## src/rtl/vga_timing_gen.sv

```systemverilog
// vga_timing_gen: 640x480@60 VGA raster timing generator.
//   Divides clk by CLK_DIV to a pixel enable, runs hCount/vCount, derives
//   bright, and outputs the renderer colour to the DAC one pixel later,
//   aligned with hSync/vSync. frame_tick marks each raster wrap to (0,0).
// Ports:
//   clk        system clock (100 MHz)
//   rst        asynchronous active-low reset
//   rgb_in     renderer colour for current (hCount,vCount)
//   hCount     pixel column 0..H_TOTAL-1
//   vCount     line 0..V_TOTAL-1
//   bright     current (hCount,vCount) is inside active video
//   pix_tick   1-clk strobe once every CLK_DIV clks
//   frame_tick 1-clk strobe in the first clk at (0,0) after a wrap
//   hSync      active-low horizontal sync, one pixel delayed
//   vSync      active-low vertical sync, one pixel delayed
//   rgb_out    DAC colour, one pixel delayed, zero in blanking
// Build option: define VGA_TEST_PATTERN_EN to replace rgb_in with 8
//   vertical colour bars across the active area.
module vga_timing_gen #(
  parameter int unsigned CLK_DIV      = 4,
  parameter int unsigned H_TOTAL      = 800,
  parameter int unsigned H_SYNC       = 96,
  parameter int unsigned H_DISP_START = 144,
  parameter int unsigned H_DISP_END   = 784,
  parameter int unsigned V_TOTAL      = 525,
  parameter int unsigned V_SYNC       = 2,
  parameter int unsigned V_DISP_START = 35,
  parameter int unsigned V_DISP_END   = 515
) (
  input  logic        clk,
  input  logic        rst,
  input  logic [11:0] rgb_in,
  output logic [9:0]  hCount,
  output logic [9:0]  vCount,
  output logic        bright,
  output logic        pix_tick,
  output logic        frame_tick,
  output logic        hSync,
  output logic        vSync,
  output logic [11:0] rgb_out
);

  localparam int unsigned CW    = 10;
  localparam int unsigned RGB_W = 12;
  localparam int unsigned DIV_W = (CLK_DIV > 2) ? $clog2(CLK_DIV) : 1;
  localparam int unsigned BAR_W = (H_DISP_END - H_DISP_START) / 8;

  logic [DIV_W-1:0] div_q, div_d;
  logic [CW-1:0]    h_q, h_d, v_q, v_d;
  logic             bright_q, bright_d;
  logic             pix_q, pix_d;
  logic             frame_q, frame_d;
  logic             hs_q, hs_d, vs_q, vs_d;
  logic [RGB_W-1:0] rgb_q, rgb_d;
  logic             adv_c;
  logic [RGB_W-1:0] pix_rgb_c;

`ifdef VGA_TEST_PATTERN_EN
  // Colour bars: each bit of the bar index drives one 4-bit colour channel.
  logic [CW-1:0] rel_c;
  logic [2:0]    idx_c;
  logic [RGB_W-1:0] unused_rgb_in;
  always_comb begin
    unused_rgb_in = rgb_in;
    rel_c     = h_q - CW'(H_DISP_START);
    idx_c     = 3'(rel_c / CW'(BAR_W));
    pix_rgb_c = {{4{idx_c[2]}}, {4{idx_c[1]}}, {4{idx_c[0]}}};
  end
`else
  assign pix_rgb_c = rgb_in;
`endif

  // Divider, raster counters and one-pixel-delayed output stage.
  always_comb begin
    adv_c    = (div_q == DIV_W'(CLK_DIV - 1));
    div_d    = adv_c ? '0 : div_q + DIV_W'(1);
    h_d      = h_q;
    v_d      = v_q;
    hs_d     = hs_q;
    vs_d     = vs_q;
    rgb_d    = rgb_q;
    frame_d  = 1'b0;
    if (adv_c) begin
      if (h_q == CW'(H_TOTAL - 1)) begin
        h_d = '0;
        v_d = (v_q == CW'(V_TOTAL - 1)) ? '0 : v_q + CW'(1);
      end else begin
        h_d = h_q + CW'(1);
      end
      frame_d = (h_q == CW'(H_TOTAL - 1)) && (v_q == CW'(V_TOTAL - 1));
      // Pixel stage samples the pre-advance position.
      hs_d  = ~(h_q < CW'(H_SYNC));
      vs_d  = ~(v_q < CW'(V_SYNC));
      rgb_d = bright_q ? pix_rgb_c : '0;
    end
    pix_d    = (div_d == DIV_W'(CLK_DIV - 1));
    // Computed from next-count values so bright tracks hCount/vCount exactly.
    bright_d = (h_d >= CW'(H_DISP_START)) && (h_d < CW'(H_DISP_END)) &&
               (v_d >= CW'(V_DISP_START)) && (v_d < CW'(V_DISP_END));
  end

  always_ff @(posedge clk or negedge rst) begin
    if (!rst) begin
      div_q    <= '0;
      h_q      <= '0;
      v_q      <= '0;
      bright_q <= 1'b0;
      pix_q    <= 1'b0;
      frame_q  <= 1'b0;
      hs_q     <= 1'b1;
      vs_q     <= 1'b1;
      rgb_q    <= '0;
    end else begin
      div_q    <= div_d;
      h_q      <= h_d;
      v_q      <= v_d;
      bright_q <= bright_d;
      pix_q    <= pix_d;
      frame_q  <= frame_d;
      hs_q     <= hs_d;
      vs_q     <= vs_d;
      rgb_q    <= rgb_d;
    end
  end

  assign hCount     = h_q;
  assign vCount     = v_q;
  assign bright     = bright_q;
  assign pix_tick   = pix_q;
  assign frame_tick = frame_q;
  assign hSync      = hs_q;
  assign vSync      = vs_q;
  assign rgb_out    = rgb_q;

endmodule

```

## config.mk

```make
export PLATFORM = sky130hd
export DESIGN_NAME = vga_timing_gen
export DESIGN_NICKNAME = d
export VERILOG_FILES = /design/src/rtl/vga_timing_gen.sv
export SDC_FILE = /design/constraint.sdc
export NUM_CORES = 1
export LEC_CHECK = 0
export CAP_MARGIN = 20
export CORE_MARGIN = 3
export CORE_UTILIZATION = 51
export DETAILED_ROUTE_END_ITERATION = 6
export PLACE_DENSITY = 0.84
export SETUP_SLACK_MARGIN = 0.5
export SKIP_CTS_REPAIR_TIMING = 1
export SLEW_MARGIN = 20
export SYNTH_ARGS = -nofsm -noshare
export SYNTH_HDL_FRONTEND = slang
export SYNTH_SLANG_ARGS = --single-unit
```

## constraint.sdc

```tcl
create_clock -name clk -period 4.76 [get_ports clk]
set_input_delay 0.952 -clock clk [delete_from_list [all_inputs] [get_ports clk]]
set_output_delay 0.952 -clock clk [all_outputs]
set_load 0.05 [all_outputs]
```

==> key figures <==
Routing
  • Total Wirelength: 4140 µm
  • Initial drt markers: 137
  • Final ANT Viol Nets: 0
  • DR vias/cell: 5.39
  • DRT Pass-1 Iters: 4
  • DR vias: 1602
  • WL/cell: 13.9 µm
  • Remaining DRCs: 0

Timing
  • Final worst path period need: 3.07 ns
  • Setup TNS: 0 ns
  • Worst slew pin tran: 0.835 ns
  • Skew final: 0.00939 ns
  • RSZ-0062 raised after global routing: false
  • Tcrit/Tclk final: 64.4%
  • Hold WS: 0.465 ns
  • Max Freq: 0.326 GHz
  • Final hold viol count: 0
  • Final setup fails: 0
  • Max Transition Viols Final: 0
  • Max-Slew Margin vs Limit: 44.3%

Synthesis
  • Post-synthesis simple-gate area fraction: 22.0%
  • Syn Area/Cell: 9.50 µm²
  • Mapped Cells: 198
  • Synth Flop Type: dfrtp_1
  • Xor/xnor share of the synthesized area: 5.12%
  • Synth cell count leaders: dfrtp_1 (37), nand2_1 (22), inv_1 (21), o21ai_0 (17), nor2_1 (16)
  • Complex-gate fraction of the synthesized area: 10.4%
  • Asr flop ratio synth: 100%
  • Post-synthesis sequential area ratio: 52.0%
  • Top post-synthesis cells by area: dfrtp_1 (49%), o21ai_0 (4.5%), nand2_1 (4.4%), inv_1 (4.2%), xnor2_1 (4.2%)
  • Netlist cell types: 36
  • Adder-Cell Fraction of Synth Area: 3.33%
  • #FFs+latches synth: 39
  • Synth top area share: 49.2%
  • Synthesized cell area: 0.00188 mm²
  • Count leader, synth: dfrtp_1
  • Ys Warns: 0
  • Post-synthesis mux area share: 1.13%
  • Yosys top cell by area: dfrtp_1
  • EDFF count, synth: 0
  • Main combinational cell family by area after synthesis: simple AND/OR/NAND/NOR gates
  • Net count after synthesis: 217

Critical path
  • Arrival time worst endpoint: 3.28 ns
  • CP Launch Type: flip-flop
  • CP endpoint kind: flip-flop
  • CP required: 4.97 ns
  • Critical path class: reg2reg
  • Worst-path fanout max: 25

Floorplan
  • Die height: 66.7 µm
  • IO Pins: 51
  • Starting Density: 54.6%
  • Rows: 21
  • Die W: 66.7 µm
  • Die area: 0.00445 mm²
  • Core Footprint: 0.00344 mm²

Global route
  • Largest net degree at the start of global routing: 40
  • Vias in the first global route: 1563
  • First-pass GRT wire length: 7200 µm
  • Initial antenna violation count: 0
  • GRT Overall Usage: 21.4%
  • GRT Residual Overflow: 0

Final layout
  • Area Growth Syn to Fin: 33.7%
  • Final #Nets: 269
  • Layout cells sized above 1: 8.37%
  • Antenna Diode Count: 0

Clock network
  • TritonCTS clock tree: built
  • Clock buffer depth: 2
  • Total CTS buffers: 5
  • Clk sink count: 39
  • CTS H-tree lvls: 2
  • Root buf cell: clkbuf_8
  • Worst skew pair latency: 0.30 ns
  • Clk slew on worst S/H paths: 0.08 ns

Placed design
  • Routability cong.: 0.769
  • DP HPWL: 2970 µm
  • I/O Buffers: 50

Pwr
  • Leakage power: 1.05 nW
  • Power density over the cells: 231 mW/mm²
  • Maximum vdd ir drop: 0.214 mV

Run
  • Max-cap violations: 0

Run status
  • Outcome: finished, final reports clean

Min path
  • Hold crit path type: reg2reg
[routing by layer]
metal,GRT usage (%),vias to the layer above,wire (µm)
li1,-,782,-
met1,29.5,746,1900
met2,32.2,70,1830
met3,6.91,4,363
met4,6.09,0,45
met5,0,-,0
[flip-flops by register name, summed over array words and instances (netlist names)]
register,count
bright,1
frame_tick,1
div_q,2
vCount,10
vSync,1
pix_tick,1
hCount,10
hSync,1
rgb_out,12
[final timing paths]
kind	start	cells after the start	endpoint	slack, ns
worst max register to register	div_q[0]$_DFF_PN0_	9	bright$_DFF_PN0_	1.69
worst min register to register	div_q[0]$_DFF_PN0_	1	div_q[0]$_DFF_PN0_	0.46
worst max-delay path	div_q[0]$_DFF_PN0_	9	bright$_DFF_PN0_	1.69
worst min-delay path	div_q[0]$_DFF_PN0_	1	div_q[0]$_DFF_PN0_	0.46
min in group asynchronous	rst	1	vCount[4]$_DFF_PN0_	0.75
max in group asynchronous	rst	1	rgb_out[3]$_DFFE_PN0P_	3.49
[power breakdown]
group | internal (mW) | switching [mW] | total [mW]
clock network | 0.105 | 0.128 | 0.232
logic | 0.00891 | 0.00739 | 0.0163
registers | 0.331 | 0 | 0.331
total | 0.445 | 0.135 | 0.580
[layout by cell type, fill, tap and decap left out, types with 4 or more instances in the layout]
cell type and instances:
clkdlybuf4s50_1 49, dfrtp_1 37, nand2_1 22, inv_1 21, o21ai_0 17, nor2_1 16
nand3_1 14, xnor2_1 9, nand4_1 5, a31oi_1 5, ha_1 5, clkbuf_8 5
nor3_1 4, or3_1 4
[metrics by stage]
step	instances	utilization [%]	setup slack (ns)	power [mW]	cell area, µm²
floorplan	198	-	1.57	0.338	1880
global placement	289	70.3	1.77	0.354	2420
detailed placement	289	70.3	1.70	0.354	2420
CTS	297	73.0	1.69	0.588	2510
global route	297	73.0	1.49	0.604	2510
finish	297	73.0	1.69	0.580	2510
[critical path, stage by stage, from the launching register on]
cell      delay (ns)
dfrtp_1         0.37
ha_1            0.16
buf_4           0.24
nand2_1         0.21
or4_4           0.53
o21ai_2         0.15
o31ai_1         0.10
or4_4           0.52
or4_1           0.49
a311oi_2        0.20
[kinds of logic (layout without fill, tap and decap cells)]
| kind of cell | count (synthesis) | count (layout) |
|---|---|---|
| buf+inv | 28 | 81 |
| xor+xnor | 11 | 11 |
| fa+ha+maj | 5 | 5 |
| flops | 39 | 39 |
| mux | 2 | 2 |
| compound gates | 32 | 32 |
| simple gates | 81 | 81 |
[final cells by class]
type / count / area, µm²
clock buffer: 5 / 68.8
clock inverter: 3 / 23.8
fill: 260 / 928
inverter: 21 / 78.8
multi-input combinational: 131 / 796
sequential: 39 / 978
tap: 46 / 57.6
timing repair buffer: 52 / 510
(Power assumes the default switching activity.)
